`src/rtl/calc_pkg.sv`:
```
// -----------------------------------------------------------------------------
// calc_pkg
// Shared definitions for the calculator datapath blocks: BCD digit width,
// the double-dabble adjust constants, the converter FSM state encoding and a
// helper that checks whether a BCD field is wide enough for a binary input.
// No ports (package).
// -----------------------------------------------------------------------------
package calc_pkg;

    localparam int BCD_W      = 4;
    localparam int ADJ_THRESH = 5;
    localparam int ADJ_ADD    = 3;

    typedef enum logic {
        IDLE  = 1'b0,
        SHIFT = 1'b1
    } conv_state_t;

    // True when 10^digits > 2^in_w, i.e. every in_w-bit value fits in the
    // given number of decimal digits.
    function automatic bit bcd_fits(input int in_w, input int digits);
        longint p10;
        longint p2;
        p10 = 1;
        p2  = 1;
        for (int i = 0; i < digits; i++) p10 = p10 * 10;
        for (int i = 0; i < in_w; i++)   p2  = p2 * 2;
        return p10 > p2;
    endfunction

endpackage

```
`src/rtl/bcd_digit_adjust.sv`:
```
// -----------------------------------------------------------------------------
// bcd_digit_adjust
// Combinational double-dabble correction for one BCD digit: adds 3 when the
// digit is 5 or more so that the following left shift carries correctly into
// the next decimal digit. The sum is truncated to 4 bits.
// Ports:
//   din   in   BCD_W  scratch digit before the shift
//   dout  out  BCD_W  corrected digit
// -----------------------------------------------------------------------------
module bcd_digit_adjust
    import calc_pkg::*;
(
    input  logic [BCD_W-1:0] din,
    output logic [BCD_W-1:0] dout
);

    assign dout = (din >= BCD_W'(ADJ_THRESH)) ? din + BCD_W'(ADJ_ADD) : din;

endmodule

```
`src/rtl/bin2bcd_seq.sv`:
```
// -----------------------------------------------------------------------------
// bin2bcd_seq
// Sequential shift-add-3 binary-to-BCD converter that sits behind the 8-bit
// adder and feeds the FND display path. One input bit is consumed per clock;
// the last result is held on bcd between conversions.
// Ports:
//   clk    in   1         system clock, rising edge
//   reset  in   1         synchronous, active-high reset
//   start  in   1         request a conversion (honoured only when idle)
//   bin    in   IN_W      binary value, captured on the accepted start edge
//   busy   out  1         conversion in progress
//   done   out  1         one-cycle pulse, bcd has just been updated
//   bcd    out  4*DIGITS  packed result, digit 0 (ones) in bits [3:0]
//   blank  out  DIGITS    leading-zero mask (only with BIN2BCD_BLANK_EN)
// Build option:
//   BIN2BCD_BLANK_EN  adds the registered blank output.
// -----------------------------------------------------------------------------
module bin2bcd_seq
    import calc_pkg::*;
#(
    parameter int IN_W   = 9,
    parameter int DIGITS = 4
) (
    input  logic                    clk,
    input  logic                    reset,
    input  logic                    start,
    input  logic [IN_W-1:0]         bin,
    output logic                    busy,
    output logic                    done,
    output logic [BCD_W*DIGITS-1:0] bcd
`ifdef BIN2BCD_BLANK_EN
    ,
    output logic [DIGITS-1:0]       blank
`endif
);

    localparam int CNT_W = $clog2(IN_W + 1);
    localparam int BCD_TOT = BCD_W * DIGITS;

    // An undersized digit field would silently wrap, so refuse to elaborate.
    if (!bcd_fits(IN_W, DIGITS)) begin : g_width_check
        $error("bin2bcd_seq: DIGITS too small for IN_W");
    end

    conv_state_t          state;
    logic [IN_W-1:0]      shreg;
    logic [BCD_TOT-1:0]   scratch;
    logic [CNT_W-1:0]     cnt;

    logic [BCD_TOT-1:0]      adjusted;
    logic [BCD_TOT+IN_W-1:0] shifted;
    logic [BCD_TOT-1:0]      next_scratch;
    logic [IN_W-1:0]         next_shreg;

    // One add-3 corrector per digit; all digits are corrected in parallel
    // before the combined register shifts.
    for (genvar i = 0; i < DIGITS; i++) begin : g_adjust
        bcd_digit_adjust u_adjust (
            .din  (scratch[BCD_W*i +: BCD_W]),
            .dout (adjusted[BCD_W*i +: BCD_W])
        );
    end

    // The MSB of the corrected scratch falls off the top; it is always zero
    // when the digit field is wide enough.
    assign shifted      = {adjusted, shreg} << 1;
    assign next_scratch = shifted[BCD_TOT+IN_W-1:IN_W];
    assign next_shreg   = shifted[IN_W-1:0];

`ifdef BIN2BCD_BLANK_EN
    logic [DIGITS-1:0] blank_next;
    logic              higher_zero;

    // Walk from the most significant digit down; a digit is blanked while it
    // and everything above it is zero. The ones digit always shows.
    always_comb begin
        blank_next  = '0;
        higher_zero = 1'b1;
        for (int i = DIGITS - 1; i >= 0; i--) begin
            higher_zero   = higher_zero && (next_scratch[BCD_W*i +: BCD_W] == '0);
            blank_next[i] = higher_zero;
        end
        blank_next[0] = 1'b0;
    end
`else
    // No leading-zero mask in this build.
`endif

    // Control FSM and datapath registers. bcd is only written on the final
    // shift so the display never sees a partial result.
    always_ff @(posedge clk) begin
        if (reset) begin
            state   <= IDLE;
            shreg   <= '0;
            scratch <= '0;
            cnt     <= '0;
            busy    <= 1'b0;
            done    <= 1'b0;
            bcd     <= '0;
`ifdef BIN2BCD_BLANK_EN
            blank   <= {{(DIGITS-1){1'b1}}, 1'b0};
`endif
        end else begin
            done <= 1'b0;
            case (state)
                IDLE: begin
                    if (start) begin
                        shreg   <= bin;
                        scratch <= '0;
                        cnt     <= CNT_W'(IN_W);
                        busy    <= 1'b1;
                        state   <= SHIFT;
                    end
                end
                SHIFT: begin
                    scratch <= next_scratch;
                    shreg   <= next_shreg;
                    cnt     <= cnt - CNT_W'(1);
                    if (cnt == CNT_W'(1)) begin
                        bcd   <= next_scratch;
                        done  <= 1'b1;
                        busy  <= 1'b0;
                        state <= IDLE;
`ifdef BIN2BCD_BLANK_EN
                        blank <= blank_next;
`endif
                    end
                end
                default: state <= IDLE;
            endcase
        end
    end

endmodule

```
`config.mk`:
```
export PLATFORM = sky130hd
export DESIGN_NAME = bin2bcd_seq
export DESIGN_NICKNAME = d
export VERILOG_FILES = /design/src/rtl/calc_pkg.sv /design/src/rtl/bcd_digit_adjust.sv /design/src/rtl/bin2bcd_seq.sv
export SDC_FILE = /design/constraint.sdc
export NUM_CORES = 1
export LEC_CHECK = 0
export ABC_AREA = 1
export BUFFER_PORTS_ARGS = -buffer_cell sky130_fd_sc_hd__buf_2
export CAP_MARGIN = 20
export CELL_PAD_IN_SITES_DETAIL_PLACEMENT = 0
export CELL_PAD_IN_SITES_GLOBAL_PLACEMENT = 1
export CORE_MARGIN = 8
export CORE_UTILIZATION = 42
export CTS_CLUSTER_DIAMETER = 40
export DETAILED_ROUTE_END_ITERATION = 7
export PLACE_DENSITY_LB_ADDON = 0.1
export SYNTH_ARGS = -nofsm -noshare
export SYNTH_HDL_FRONTEND = slang
export SYNTH_HIERARCHICAL = 1
export SYNTH_SLANG_ARGS = --single-unit
```
`constraint.sdc`:
```
create_clock -name clk -period 1.75 [get_ports clk]
set_clock_uncertainty 0.1 [all_clocks]
set_input_delay 0.35 -clock clk [delete_from_list [all_inputs] [get_ports clk]]
set_output_delay 0.35 -clock clk [all_outputs]
set_load 0.02 [all_outputs]
```
==> impl_metrics.env <==
export IMPL_hold_violations=0
export IMPL_synth_area_um2=2469
export IMPL_drc=0
export IMPL_drt_wirelength_per_cell_um=12.88
export IMPL_grt_max_degree=29
export IMPL_vias=2151
export IMPL_max_freq_mhz=665.4
export IMPL_syn_avg_cell_area_um2=7.325
export IMPL_fp_dieW_um=92.67
export IMPL_relSlewSlack_pct=72.74
export IMPL_syn_inst=337
export IMPL_grt_pass1_vias=2156
export IMPL_final_area_um2=2791
export IMPL_cts_buffers=5
export IMPL_io_buffers=29
export IMPL_crit_path_end_kind="flip-flop"
export IMPL_cts_tree="yes"
export IMPL_cap_violations=0
export IMPL_ant_nets=0
export IMPL_totalWireLength_mm=5.719
export IMPL_cp_start_kind="flip-flop"
export IMPL_drtPass1Iterations=4
export IMPL_period_needed_ns=1.503
export IMPL_synth_nets=359
export IMPL_hpwl_mm=4.055
export IMPL_rsz0062_at_grt="no"
export IMPL_core_area_um2=5816
export IMPL_post_dp_cell_area_um2=2665
export IMPL_grt_first_pass_wirelength_mm=9.777
export IMPL_drive_above_1_share_pct=21.68
export IMPL_io_pins=30
export IMPL_setup_tns_ns=0
export IMPL_final_nets=390
export IMPL_fin_util_pct=48.00
export IMPL_drt_iter0_markers=97
export IMPL_p_leak_nw=1.270
export IMPL_via_per_inst=4.845
export IMPL_antennaDiodeCount=0
export IMPL_postCtsHoldBufs=0
export IMPL_crit_fanout=18
export IMPL_clk_pin_slew_ns=0.09
export IMPL_root_buffer="clkbuf_8"
export IMPL_initial_core_util_pct=42.45
export IMPL_clock_latency_ns=0.31
export IMPL_period_share_pct=85.87
export IMPL_status="finished clean"
export IMPL_hp_class="input pin to flip-flop"
export IMPL_routabilityCongestion=0.8114
export IMPL_die_height_um=92.67
export IMPL_slew_viol_final=0
export IMPL_area_growth_pct=13.08
export IMPL_rows=28
export IMPL_clockBufferDepth=2
export IMPL_setup_viol=0
export IMPL_cts_sinks=48
export IMPL_die_area_um2=8587
export IMPL_worstMarginPinSlew_ns=0.4085
export IMPL_cts_max_level=2
export IMPL_grt_antenna_before_repair=0
export IMPL_yosys_warnings=6
export IMPL_critical_path_class="flip-flop to flip-flop"
export IMPL_track_usage_pct=13.93
export IMPL_peakVddDrop_mv=0.4777
export IMPL_required_ns=1.84
export IMPL_cp_arrival_ns=1.59
export IMPL_overflow=0
export IMPL_power_density_nw_per_um2=794.3
==> worst paths after layout <==
check / cells past startpoint / to / slack [ns] / startpoint
worst max register to register: 5 / state / 0.25 / cnt[1]
worst min register to register: 2 / bcd[11] / 0.37 / bcd[11]
worst max-delay path: 5 / state / 0.25 / cnt[1]
worst min-delay path: 3 / shreg[0] / 0.21 / bin[0]
==> through the flow <==
stage	setup slack, ns	total power [mW]	instances	hold slack, ns
final	0.2472	2.217	444	0.2082
after global routing	0.09459	2.319	444	0.2184
after CTS	0.1499	2.248	442	0.1945
after detailed placement	0.1810	1.421	434	0.3581
after global placement	0.2485	1.420	434	0.3550
after floorplan	0.4365	1.352	337	0.3390
==> registers in the layout, summed over array words and instances (netlist names) <==
| name | count |
|---|---|
| bcd | 16 |
| scratch | 16 |
| shreg | 9 |
| cnt | 4 |
| busy | 1 |
| done | 1 |
| state | 1 |
==> worst max-delay path: stages, from the launching register on <==
cell and delay (ns):
dfxtp_1 0.33, inv_1 0.10, ha_1 0.37, nand3_4 0.27, nand2_1 0.17, nor2_1 0.05
==> power breakdown <==
| part | total [mW] | internal, mW | switching (mW) |
|---|---|---|---|
| combinational | 0.254 | 0.0827 | 0.171 |
| clock | 0.822 | 0.423 | 0.399 |
| sequential | 1.14 | 1.12 | 0.0226 |
| total | 2.22 | 1.63 | 0.592 |
==> area by class of cell <==
cell class / instances / area (µm²)
Clock inverter: 3 / 42.54
Tap cell: 75 / 93.84
Sequential cell: 48 / 960.9
Multi-Input combinational cell: 242 / 1281
Fill cell: 645 / 3024
Timing Repair Buffer: 40 / 227.7
Clock buffer: 5 / 68.82
Inverter: 31 / 116.4
==> placed cells by master (no fill, tap or decap), drive strengths merged <==
| cell type | count |
|---|---|
| clkbuf | 5 |
| inv | 31 |
| or2 | 1 |
| nand3 | 37 |
| buf | 40 |
| a21oi | 23 |
| clkinv | 1 |
| nand2 | 111 |
| dfxtp | 48 |
| bufinv | 1 |
| ha | 10 |
| o21ai | 12 |
| nor2 | 32 |
| nand4 | 16 |
| clkinvlp | 1 |
==> routing by layer <==
layer / GRT usage [%] / vias to the layer above / routed length, µm
li1: - / 1143 / -
met1: 17.11 / 960 / 2751
met2: 22.53 / 41 / 2583
met3: 4.126 / 7 / 307
met4: 5.101 / 0 / 76
met5: 0 / - / 0
==> repair_timing <==
action	in CTS	in global routing
resized for setup	0	0
setup endpoints to repair	0	1
endpoints found under the hold margin	0	0
buffers inserted	0	2
No activity file was read; power rests on OpenSTA's default activity.
